[config.mk]
export PLATFORM = sky130hd
export DESIGN_NAME = uart_frame_ctrl_flat
export DESIGN_NICKNAME = d
export VERILOG_FILES = /design/src/rtl/uart_frame_pkg.sv /design/src/rtl/uart_frame_ctrl_if.sv /design/src/rtl/uart_frame_buf.sv /design/src/rtl/uart_frame_ctrl.sv /design/src/flat_wrapper.sv
export SDC_FILE = /design/constraint.sdc
export NUM_CORES = 1
export LEC_CHECK = 0
export CAP_MARGIN = 20
export CELL_PAD_IN_SITES_DETAIL_PLACEMENT = 1
export CELL_PAD_IN_SITES_GLOBAL_PLACEMENT = 1
export CORE_UTILIZATION = 35
export DETAILED_ROUTE_END_ITERATION = 12
export PLACE_DENSITY_LB_ADDON = 0.1
export SYNTH_ARGS = -nofsm -noshare
export SYNTH_HDL_FRONTEND = slang
export SYNTH_SLANG_ARGS = --single-unit
[constraint.sdc]
create_clock -name clk -period 3.9 [get_ports clk]
set_clock_uncertainty 0.1 [all_clocks]
set_input_delay 0.78 -clock clk [delete_from_list [all_inputs] [get_ports clk]]
set_output_delay 0.78 -clock clk [all_outputs]
set_load 0.01 [all_outputs]
[src/rtl/uart_frame_pkg.sv]
// uart_frame_pkg: shared state encoding, error codes and default sync marker
package uart_frame_pkg;
  typedef enum logic [2:0] {
    S_IDLE,
    S_ADDR,
    S_LEN,
    S_PAYLOAD,
    S_CHK,
    S_COMMIT
  } state_e;
  localparam logic [1:0] ERR_NONE = 2'd0;
  localparam logic [1:0] ERR_LEN  = 2'd1;
  localparam logic [1:0] ERR_CHK  = 2'd2;
  localparam logic [1:0] ERR_TMO  = 2'd3;
  localparam logic [7:0] SYNC_DEFAULT = 8'hA5;
endpackage

[src/rtl/uart_frame_ctrl_if.sv]
// uart_frame_ctrl_if: receive strobe, write handshake and frame status bundle
interface uart_frame_ctrl_if;
  logic [7:0] rx_data;
  logic       rx_valid;
  logic [7:0] wr_addr;
  logic [7:0] wr_data;
  logic       wr_valid;
  logic       wr_ready;
  logic       frame_ok;
  logic       frame_err;
  logic [1:0] err_code;
  logic       busy;
  modport master (
    output rx_data, rx_valid, wr_ready,
    input  wr_addr, wr_data, wr_valid, frame_ok, frame_err, err_code, busy
  );
  modport slave (
    input  rx_data, rx_valid, wr_ready,
    output wr_addr, wr_data, wr_valid, frame_ok, frame_err, err_code, busy
  );
endinterface

[src/rtl/uart_frame_buf.sv]
// uart_frame_buf: payload register file, one write port, combinational read
module uart_frame_buf #(
  parameter int DEPTH = 16,
  parameter int AW = 4
) (
  input  logic          clk,
  input  logic          we_i,
  input  logic [AW-1:0] waddr_i,
  input  logic [7:0]    wdata_i,
  input  logic [AW-1:0] raddr_i,
  output logic [7:0]    rdata_o
);
  logic [7:0] mem_q [DEPTH];
  always_ff @(posedge clk) if (we_i) mem_q[waddr_i] <= wdata_i;
  assign rdata_o = mem_q[raddr_i];
endmodule

[src/rtl/uart_frame_ctrl.sv]
// uart_frame_ctrl: parses SYNC/ADDR/LEN/payload/CHK frames and replays them as writes
module uart_frame_ctrl
  import uart_frame_pkg::*;
#(
  parameter int         MAX_LEN        = 16,
  parameter int         TIMEOUT_CYCLES = 100000,
  parameter logic [7:0] SYNC_BYTE      = SYNC_DEFAULT
) (
  input logic              clk,
  input logic              rst,
  uart_frame_ctrl_if.slave bus
);
  localparam int IW = MAX_LEN > 1 ? $clog2(MAX_LEN) : 1;
  localparam int TW = $clog2(TIMEOUT_CYCLES + 1);
  localparam logic [7:0] MAX_B = 8'(MAX_LEN);
  state_e        state_q;
  logic [7:0]    addr_q, len_q, idx_q, sum_q, sum_d, rd_data;
  logic [TW-1:0] tmo_q;
  logic          wr_valid_q, frame_ok_q, frame_err_q;
  logic [1:0]    err_code_q;
  logic          in_frame, idle_cyc, tmo_hit, last_idx;
  assign sum_d    = sum_q + bus.rx_data;
  assign last_idx = idx_q == len_q - 8'd1;
  assign in_frame = state_q inside {S_ADDR, S_LEN, S_PAYLOAD, S_CHK};
  assign idle_cyc = in_frame && !bus.rx_valid;
  assign tmo_hit  = idle_cyc && tmo_q == TW'(TIMEOUT_CYCLES - 1);
  uart_frame_buf #(.DEPTH(MAX_LEN), .AW(IW)) u_buf (
    .clk     (clk),
    .we_i    (state_q == S_PAYLOAD && bus.rx_valid),
    .waddr_i (idx_q[IW-1:0]),
    .wdata_i (bus.rx_data),
    .raddr_i (idx_q[IW-1:0]),
    .rdata_o (rd_data)
  );
  always_ff @(posedge clk) begin
    if (rst) begin
      state_q     <= S_IDLE;
      addr_q      <= '0;
      len_q       <= '0;
      idx_q       <= '0;
      sum_q       <= '0;
      tmo_q       <= '0;
      wr_valid_q  <= 1'b0;
      frame_ok_q  <= 1'b0;
      frame_err_q <= 1'b0;
      err_code_q  <= ERR_NONE;
    end else begin
      frame_ok_q  <= 1'b0;
      frame_err_q <= 1'b0;
      tmo_q       <= idle_cyc ? tmo_q + TW'(1) : '0;
      if (tmo_hit) begin
        state_q     <= S_IDLE;
        frame_err_q <= 1'b1;
        err_code_q  <= ERR_TMO;
      end else begin
        case (state_q)
          S_IDLE: if (bus.rx_valid && bus.rx_data == SYNC_BYTE) begin
            state_q <= S_ADDR;
            sum_q   <= '0;
          end
          S_ADDR: if (bus.rx_valid) begin
            addr_q  <= bus.rx_data;
            sum_q   <= sum_d;
            state_q <= S_LEN;
          end
          S_LEN: if (bus.rx_valid) begin
            len_q <= bus.rx_data;
            sum_q <= sum_d;
            idx_q <= '0;
            if (bus.rx_data > MAX_B) begin
              state_q     <= S_IDLE;
              frame_err_q <= 1'b1;
              err_code_q  <= ERR_LEN;
            end else state_q <= bus.rx_data == 8'd0 ? S_CHK : S_PAYLOAD;
          end
          S_PAYLOAD: if (bus.rx_valid) begin
            sum_q   <= sum_d;
            idx_q   <= last_idx ? '0 : idx_q + 8'd1;
            state_q <= last_idx ? S_CHK : S_PAYLOAD;
          end
          S_CHK: if (bus.rx_valid) begin
            sum_q <= sum_d;
            idx_q <= '0;
            if (sum_d != 8'd0) begin
              state_q     <= S_IDLE;
              frame_err_q <= 1'b1;
              err_code_q  <= ERR_CHK;
            end else if (len_q == 8'd0) begin
              state_q    <= S_IDLE;
              frame_ok_q <= 1'b1;
            end else begin
              state_q    <= S_COMMIT;
              wr_valid_q <= 1'b1;
            end
          end
          S_COMMIT: if (bus.wr_ready) begin
            idx_q      <= last_idx ? '0 : idx_q + 8'd1;
            state_q    <= last_idx ? S_IDLE : S_COMMIT;
            wr_valid_q <= !last_idx;
            frame_ok_q <= last_idx;
          end
          default: state_q <= S_IDLE;
        endcase
      end
    end
  end
  assign bus.wr_addr   = addr_q + idx_q;
  assign bus.wr_data   = rd_data;
  assign bus.wr_valid  = wr_valid_q;
  assign bus.frame_ok  = frame_ok_q;
  assign bus.frame_err = frame_err_q;
  assign bus.err_code  = err_code_q;
  assign bus.busy      = state_q != S_IDLE;
endmodule

[src/flat_wrapper.sv]
// flat-port wrapper written by rule: the top's interface ports become plain ports
module uart_frame_ctrl_flat import uart_frame_pkg::*;
#(
  parameter int         MAX_LEN        = 16,
  parameter int         TIMEOUT_CYCLES = 100000,
  parameter logic [7:0] SYNC_BYTE      = SYNC_DEFAULT
)
  (clk, rst, bus_rx_data, bus_rx_valid, bus_wr_ready, bus_wr_addr, bus_wr_data, bus_wr_valid, bus_frame_ok, bus_frame_err, bus_err_code, bus_busy);
  uart_frame_ctrl_if bus_i ();
  input logic clk;
  input logic rst;
  input wire logic [$bits(bus_i.rx_data)-1:0] bus_rx_data;
  input wire logic [$bits(bus_i.rx_valid)-1:0] bus_rx_valid;
  input wire logic [$bits(bus_i.wr_ready)-1:0] bus_wr_ready;
  output wire logic [$bits(bus_i.wr_addr)-1:0] bus_wr_addr;
  output wire logic [$bits(bus_i.wr_data)-1:0] bus_wr_data;
  output wire logic [$bits(bus_i.wr_valid)-1:0] bus_wr_valid;
  output wire logic [$bits(bus_i.frame_ok)-1:0] bus_frame_ok;
  output wire logic [$bits(bus_i.frame_err)-1:0] bus_frame_err;
  output wire logic [$bits(bus_i.err_code)-1:0] bus_err_code;
  output wire logic [$bits(bus_i.busy)-1:0] bus_busy;
  assign bus_i.rx_data = bus_rx_data;
  assign bus_i.rx_valid = bus_rx_valid;
  assign bus_i.wr_ready = bus_wr_ready;
  assign bus_wr_addr = bus_i.wr_addr;
  assign bus_wr_data = bus_i.wr_data;
  assign bus_wr_valid = bus_i.wr_valid;
  assign bus_frame_ok = bus_i.frame_ok;
  assign bus_frame_err = bus_i.frame_err;
  assign bus_err_code = bus_i.err_code;
  assign bus_busy = bus_i.busy;
  uart_frame_ctrl #(.MAX_LEN(MAX_LEN), .TIMEOUT_CYCLES(TIMEOUT_CYCLES), .SYNC_BYTE(SYNC_BYTE)) u_core (.clk(clk), .rst(rst), .bus(bus_i));
endmodule
==> results.rst, run 1 <==
.. list-table::
   :header-rows: 1

   * - Metric
     - Value
   * - Sequential share of power
     - 0.536
   * - Most common cell after layout, fill and taps aside
     - sky130_fd_sc_hd__edfxtp_1
   * - Kind of critical path
     - in2reg
   * - Area fraction in compound gates after synthesis
     - 0.0507
   * - Maximum number of pins on one net before global-route repair
     - 33
   * - Combinational share of power
     - 0.035
   * - Master of the slowest instance on the critical path
     - sky130_fd_sc_hd__or3_1
   * - NumNets Final
     - 704
   * - Netlist area before placement
     - 0.00839 mm2
   * - Layout area overhead
     - 17.6%
   * - Maximum ir drop on the vdd rail
     - 0.248 mV
   * - Antenna violations before repair
     - 0
   * - Setup_tns
     - 0 ns
   * - Post-DRT Antenna Nets
     - 0
   * - Average routed wire per standard cell
     - 20.8 um
   * - Final cell count without fillers
     - 999
   * - Post-synthesis adder-cell area fraction
     - 0.0376
   * - Peak per-stage delay on the critical path
     - 0.47 ns
   * - Via density
     - 5.09
   * - Post-route clock period utilization
     - 0.920
   * - Leakage Power
     - 3.26 nW
   * - Number of DRC violations after detailed-routing iteration 0
     - 211
   * - Buf/Inv on CP
     - 1
   * - PnR worst setup slack
     - 0.310 ns
   * - Number of top-level pins
     - 34
   * - Clk Latency, worst-skew pair
     - 0.43 ns
   * - Synthesis-stage register bit count
     - 189
   * - Setup violations, final
     - 0
   * - Arrival time reported for the critical path endpoint
     - 3.85 ns
   * - Total power divided by cell area
     - 406 mW/mm2
   * - Cts repair resizes
     - 0
   * - Deepest clock path buffer count
     - 2
   * - Max FO, Critical Path
     - 4
   * - Async S/R FF share, synth
     - 0
   * - Number of buffers added on ports
     - 33
   * - Vert. Die Dim
     - 157 um
   * - Number of buffers created by CTS
     - 17
   * - Global-route wire length before repair
     - 32.3 mm
   * - Count of standard-cell rows
     - 56
   * - Net switching share of the total power
     - 0.227
   * - Dominant combinational cell family by area after synthesis
     - multiplexers
   * - Number of hold-repair buffers added at the cts stage
     - 0
   * - Number of hold-slack violations in the final timing report
     - 0
   * - CTS tree
     - built
   * - Synthesized instance count
     - 605
   * - Multiplexer area fraction after synthesis
     - 0.130
   * - Placed wire-length estimate after detailed placement
     - 14.4 mm
   * - Run status
     - finished clean
   * - Number of flops mapped to enable cells by yosys
     - 128
   * - Global router's overall resource usage
     - 0.181
   * - Highest-count cells in the layout ignoring fill and taps
     - sky130_fd_sc_hd__edfxtp_1 (128), sky130_fd_sc_hd__nor2_1 (79), sky130_fd_sc_hd__dfxtp_1 (59)
   * - Full die area
     - 0.0246 mm2
   * - Fraction of final layout cells with drive strength greater than 1
     - 0.188
   * - Iteration count of the initial detailed-routing pass
     - 4
   * - Simple-Gate Fraction of Synth Area
     - 0.111
   * - Cell-by-cell listing of the critical path
     - clkdlybuf4s50_1 -> ha_1 -> fa_1 -> a211oi_1 -> nor2_1 -> xor2_1 -> nor4_2 -> nand3_1 -> or3_1 -> a31oi_1
   * - Max H-tree Level
     - 4
   * - Die Span X
     - 157 um
   * - Crit path required time
     - 4.16 ns
   * - Sequential element share of the synthesized area
     - 0.604
   * - Antenna diode count
     - 0
   * - Leftover overflow at the end of global routing
     - 0
   * - Max_slew headroom
     - 0.403
   * - Total length of routed wires
     - 20.8 mm
   * - Weighted congestion reported at the end of routability-driven placement
     - 0.781
   * - Initial Utilization
     - 0.357
   * - Crit path launch type
     - primary input
   * - Post-placement setup slack
     - -0.0601 ns
   * - Maximum achievable frequency
     - 279 MHz
   * - Cell family with most CP delay
     - simple AND/OR/NAND/NOR gates
   * - Flop-to-flop setup slack
     - 0.81 ns
   * - Vias post-DR
     - 5089
   * - Crit end category
     - flip-flop
   * - Number of placed cells counting well taps
     - 968
   * - Synthesized area per cell
     - 13.9 um2
   * - Clock input transition at the sequential cells of the worst setup and hold paths
     - 0.08 ns
   * - Via count of the first global-routing pass
     - 5490
   * - Post-synthesis xor/xnor area fraction
     - 0.0470
   * - Finished Cell Area
     - 0.00987 mm2
   * - Core box area
     - 0.0235 mm2
   * - Unrepaired setup endpoints after global routing
     - no
   * - Number of distinct library cell variants in the gate-level netlist after synthesis
     - 59
   * - Clock sinks
     - 189
   * - Dpl cell area
     - 0.00929 mm2
   * - Hold Crit Class
     - reg2reg
   * - Net Count, Synth
     - 641
   * - Shortest clock period the worst path allows after layout
     - 3.59 ns
   * - Internal power consumption
     - 3.09 mW
   * - Ys Warns
     - 0
   * - Post-CTS setup-driven buffer insertion count
     - 0
   * - Clk pwr share
     - 0.429
   * - Detailed-route DRC error count
     - 0
   * - Total net switching power
     - 910 uW
   * - Slew @ Worst Pin
     - 0.896 ns
   * - Cell chosen for the clock root
     - sky130_fd_sc_hd__clkbuf_16
   * - MaxCap Viol Count
     - 0
   * - Most common flop cell mapped by yosys
     - sky130_fd_sc_hd__edfxtp_1
   * - Pins Over Slew Limit
     - 0
area by class of cell:
type	instances	area [um2]
Clock inverter	14	149
Tap cell	319	399
Sequential cell	189	5070
Inverter	16	60.1
Clock buffer	17	425
Fill cell	2427	13600
Timing Repair Buffer	68	606
Multi-Input combinational cell	376	3160
worst paths after layout:
check	start	to	cells past startpoint
hold / removal	u_core.tmo_q[0]$_SDFF_PP0_	u_core.tmo_q[0]$_SDFF_PP0_	1
setup / recovery	bus_rx_data[0]	u_core.state_q[2]$_SDFFE_PP0P_	10
hold reg to reg	u_core.tmo_q[0]$_SDFF_PP0_	u_core.tmo_q[0]$_SDFF_PP0_	1
setup reg to reg	u_core.sum_q[0]$_SDFFE_PP0P_	u_core.state_q[2]$_SDFFE_PP0P_	9
cells in the mapped netlist (4+ instances only):
cell type | count | area [um2]
sky130_fd_sc_hd__mux2i_1 | 18 | 180
sky130_fd_sc_hd__buf_2 | 4 | 20.0
sky130_fd_sc_hd__xor2_1 | 26 | 228
sky130_fd_sc_hd__nand2b_1 | 6 | 37.5
sky130_fd_sc_hd__o21ai_0 | 15 | 75.1
sky130_fd_sc_hd__inv_1 | 15 | 56.3
sky130_fd_sc_hd__a22oi_1 | 8 | 60.1
sky130_fd_sc_hd__dfxtp_1 | 61 | 1220
sky130_fd_sc_hd__xnor2_1 | 19 | 166
sky130_fd_sc_hd__mux4_2 | 40 | 901
sky130_fd_sc_hd__nand3_1 | 12 | 60.1
sky130_fd_sc_hd__nand2_1 | 26 | 97.6
sky130_fd_sc_hd__ha_1 | 22 | 275
sky130_fd_sc_hd__a21oi_1 | 21 | 105
sky130_fd_sc_hd__clkbuf_1 | 15 | 56.3
sky130_fd_sc_hd__nand4_1 | 7 | 43.8
sky130_fd_sc_hd__or3_1 | 5 | 31.3
sky130_fd_sc_hd__nor2_1 | 79 | 297
sky130_fd_sc_hd__edfxtp_1 | 128 | 3840
sky130_fd_sc_hd__and3_1 | 8 | 50.1
sky130_fd_sc_hd__nor3_1 | 9 | 45.0
stage by stage:
step                      utilization  hold slack [ns]  total power [mW]
final                           0.420            0.363              4.00
after global routing            0.420            0.392              4.14
after CTS                       0.420            0.372              4.06
after detailed placement        0.396            0.354              2.33
after global placement          0.396            0.347              2.33
after floorplan                     -            0.330              2.25
power groups by stage:
| stage | combinational (mW) | clock (mW) | sequential (mW) |
|---|---|---|---|
| floorplan | 0.0647 | 0 | 2.19 |
| global placement | 0.136 | 0 | 2.19 |
| detailed placement | 0.141 | 0 | 2.19 |
| CTS | 0.142 | 1.77 | 2.14 |
| global route | 0.152 | 1.84 | 2.15 |
| finish | 0.139 | 1.72 | 2.15 |
routing by layer:
layer / up-vias / global-route usage / part of all wire / routed length, um
met5: - / 0 / 0 / 0
met4: 0 / 0.0504 / 0.011 / 229
met3: 14 / 0.0368 / 0.027 / 562
met2: 77 / 0.306 / 0.50 / 10300
met1: 2609 / 0.233 / 0.46 / 9660
li1: 2389 / - / - / -
kinds of logic after synthesis:
group	count (synthesis)
AND/OR/NAND/NOR	182
adder cells (fa/ha/maj)	24
buffers and inverters	40
multiplexers	59
AO/OA/AOI/OAI	66
XOR/XNOR	45
flip-flops	189
sequential cells by signal, indices dropped and copies added (netlist names), named ones only:
name,cells
u_core.u_buf.mem_q,128
u_core.tmo_q,17
u_core.addr_q,8
u_core.idx_q,8
u_core.len_q,8
u_core.sum_q,8
u_core.state_q,3
u_core.bus.err_code,2
u_core.bus.frame_err,1
u_core.bus.frame_ok,1
u_core.bus.wr_valid,1
No activity file was read; power rests on OpenSTA's default activity.
==> run 2, diff against run 1 <==
Settings changed: CORE_MARGIN set to 2.
==> run 2 against run 1 <==
Effect of this change: sequential power about the same; critical endpoint is now bus_wr_data[2]; combinational power about the same; cell count grew 0.40%; worst setup slack got worse by 0.14 ns; non-clock buffer count rose by 2; critical path type is now reg2out; via count rose by 0.22%; largest power group unchanged; clock power about the same.
==> results.rst, run 2 (synthesis gave the netlist of run 1 again) <==
.. list-table::
   :header-rows: 1

   * - Metric
     - Value
   * - Unrepaired setup endpoints after global routing
     - no
   * - Vias post-DR
     - 5100 (+0.22%)
   * - Core box area
     - 0.0235 mm2 (unchanged)
   * - Crit path launch type
     - flip-flop
   * - Number of buffers added on ports
     - 33 (unchanged)
   * - Clock sinks
     - 189 (unchanged)
   * - Register with the most flip-flops
     - u_core.u_buf.mem_q
   * - Maximum number of pins on one net before global-route repair
     - 25 (-24%)
   * - Weighted congestion reported at the end of routability-driven placement
     - 0.813 (+4.0%)
   * - Detailed-route DRC error count
     - 0 (unchanged)
   * - Via count of the first global-routing pass
     - 5561 (+1.3%)
   * - Number of top-level pins
     - 34 (unchanged)
   * - Maximum achievable frequency
     - 268 MHz (-3.8%)
   * - Max_slew headroom
     - 0.371 (-0.0315)
   * - Post-DRT Antenna Nets
     - 0 (unchanged)
   * - Total net switching power
     - 926 uW (+1.8%)
   * - Highest-count cells in the layout ignoring fill and taps
     - sky130_fd_sc_hd__edfxtp_1 (128), sky130_fd_sc_hd__nor2_1 (79), sky130_fd_sc_hd__dfxtp_1 (59)
   * - Shortest clock period the worst path allows after layout
     - 3.73 ns (+0.142 ns)
   * - Average routed wire per standard cell
     - 20.6 um (-0.87%)
   * - Count of standard-cell rows
     - 56 (unchanged)
   * - Full die area
     - 0.0252 mm2 (+2.6%)
   * - Deepest clock path buffer count
     - 2 (unchanged)
   * - Clk pwr share
     - 0.433 (+0.004)
   * - Global-route wire length before repair
     - 32.7 mm (+1.3%)
   * - Finished Cell Area
     - 0.00992 mm2 (+0.55%)
   * - Number of buffers created by CTS
     - 17 (unchanged)
   * - Flop-to-flop setup slack
     - 0.91 ns (+0.10 ns)
   * - Run status
     - finished clean
   * - Final design utilization
     - 0.423 (+0.00229)
   * - Net switching share of the total power
     - 0.230 (+0.00223)
   * - Leakage Power
     - 3.29 nW (+0.89%)
   * - Number of DRC violations after detailed-routing iteration 0
     - 258 (+22%)
   * - MaxCap Viol Count
     - 0 (unchanged)
   * - Kind of critical path
     - reg2out
   * - Post-route clock period utilization
     - 0.957 (+0.0364)
   * - Slew @ Worst Pin
     - 0.943 ns (+0.0473 ns)
   * - Max H-tree Level
     - 4 (unchanged)
   * - Arrival time reported for the critical path endpoint
     - 2.85 ns (-1.00 ns)
   * - Antenna violations before repair
     - 1 (+1)
   * - Combinational share of power
     - 0.035 (about the same)
   * - Placed wire-length estimate after detailed placement
     - 14.4 mm (+0.20%)
   * - Via density
     - 5.08 (-0.18%)
   * - Total length of routed wires
     - 20.7 mm (-0.48%)
   * - NumNets Final
     - 706 (+0.28%)
   * - Crit end category
     - primary output
   * - Number of hold-slack violations in the final timing report
     - 0 (unchanged)
   * - CTS tree
     - built
   * - Maximum ir drop on the vdd rail
     - 0.250 mV (+0.67%)
   * - Layout area overhead
     - 18.3%
   * - Iteration count of the initial detailed-routing pass
     - 4 (unchanged)
   * - Leftover overflow at the end of global routing
     - 0 (unchanged)
   * - Clk Latency, worst-skew pair
     - 0.43 ns (about the same)
   * - Biggest registers after layout
     - u_core.u_buf.mem_q x128, u_core.tmo_q x17
   * - Dpl cell area
     - 0.00932 mm2 (+0.30%)
   * - Hold Crit Class
     - reg2reg
   * - Vert. Die Dim
     - 159 um (+1.3%)
   * - Total power divided by cell area
     - 407 mW/mm2 (+0.25%)
   * - Crit path required time
     - 3.02 ns (-1.14 ns)
   * - Most common cell after layout, fill and taps aside
     - sky130_fd_sc_hd__edfxtp_1
   * - Cell chosen for the clock root
     - sky130_fd_sc_hd__clkbuf_16
   * - Sequential share of power
     - 0.532 (-0.004)
   * - Global router's overall resource usage
     - 0.171 (-0.00999)
   * - Pins Over Slew Limit
     - 0 (unchanged)
   * - Die Span X
     - 159 um (+1.3%)
   * - Clock input transition at the sequential cells of the worst setup and hold paths
     - 0.08 ns (about the same)
   * - Initial Utilization
     - 0.357 (unchanged)
   * - Fraction of final layout cells with drive strength greater than 1
     - 0.192 (+0.00357)
   * - Setup violations, final
     - 0 (unchanged)
   * - Max reg flops
     - 128 (unchanged)
   * - Internal power consumption
     - 3.11 mW (+0.51%)
   * - Max FO, Critical Path
     - 14 (+10)
## run 2: changes by cell type in the layout (fill, tap and decap cells not counted), sizes merged
cell      change
buf           +2
clkinv        +1
clkinvlp      -1
diode         +1
inv           +1
## run 2: area by class of cell
cell class | count | area, um2
clock inverters | 15 | 173
repair buffers | 70 | 633
diodes | 1 | 2.50
clock buffers | 17 | 425
flip-flops and latches | 189 | 5070
well taps | 319 | 399
inverters | 16 | 60.1
fillers | 2411 | 13600
multi-input cells | 376 | 3160
## run 2: through the flow
stage | total power, mW | setup TNS (ns) | setup WS, ns | cells | hold slack, ns
final | 4.03 | 0 | 0.169 | 1003 | 0.378
after global routing | 4.17 | 0 | 0.0431 | 1002 | 0.422
after CTS | 4.09 | 0 | 0.0972 | 1002 | 0.383
after detailed placement | 2.33 | -0.0513 | -0.0264 | 970 | 0.365
after global placement | 2.33 | 0 | 0.0311 | 970 | 0.346
after floorplan | 2.25 | 0 | 0.863 | 605 | 0.330
## run 2: final timing paths
check / cells past startpoint / start / to
setup / recovery: 4 / flip-flop / bus_wr_data[2]
hold / removal: 1 / u_core.tmo_q[0]$_SDFF_PP0_ / u_core.tmo_q[0]$_SDFF_PP0_
setup reg to reg: 9 / u_core.sum_q[0]$_SDFFE_PP0P_ / u_core.state_q[0]$_SDFFE_PP0P_
hold reg to reg: 1 / u_core.tmo_q[0]$_SDFF_PP0_ / u_core.tmo_q[0]$_SDFF_PP0_
## run 2: metal layers
| metal | part of all wire | up-vias | GRT usage |
|---|---|---|---|
| met1 | 0.46 | 2629 | 0.222 |
| met2 | 0.51 | 54 | 0.297 |
| met3 | 0.021 | 12 | 0.0272 |
| met5 | 0 | - | 0 |
| li1 | - | 2405 | - |
| met4 | 0.010 | 0 | 0.0455 |
## run 2: what timing repair did
item,CTS,global route
buffers inserted,0,0
gates resized for setup,0,1
setup endpoints to repair,0,1
hold buffers,0,0
## run 2: power groups by stage
stage / clock [mW] / sequential (mW) / combinational [mW]
2_1_floorplan: 0 / 2.19 / 0.0647
3_3_place_gp: 0 / 2.19 / 0.140
3_5_place_dp: 0 / 2.19 / 0.143
4_1_cts: 1.80 / 2.15 / 0.143
5_1_grt: 1.87 / 2.15 / 0.154
6_report: 1.75 / 2.15 / 0.141
## run 2: worst max-delay path, cell delays in order, from the launching register on
cell	delay [ns]
sky130_fd_sc_hd__dfxtp_2	0.61
sky130_fd_sc_hd__buf_12	0.24
sky130_fd_sc_hd__mux4_2	0.55
sky130_fd_sc_hd__mux4_2	0.50
sky130_fd_sc_hd__clkdlybuf4s50_1	0.52
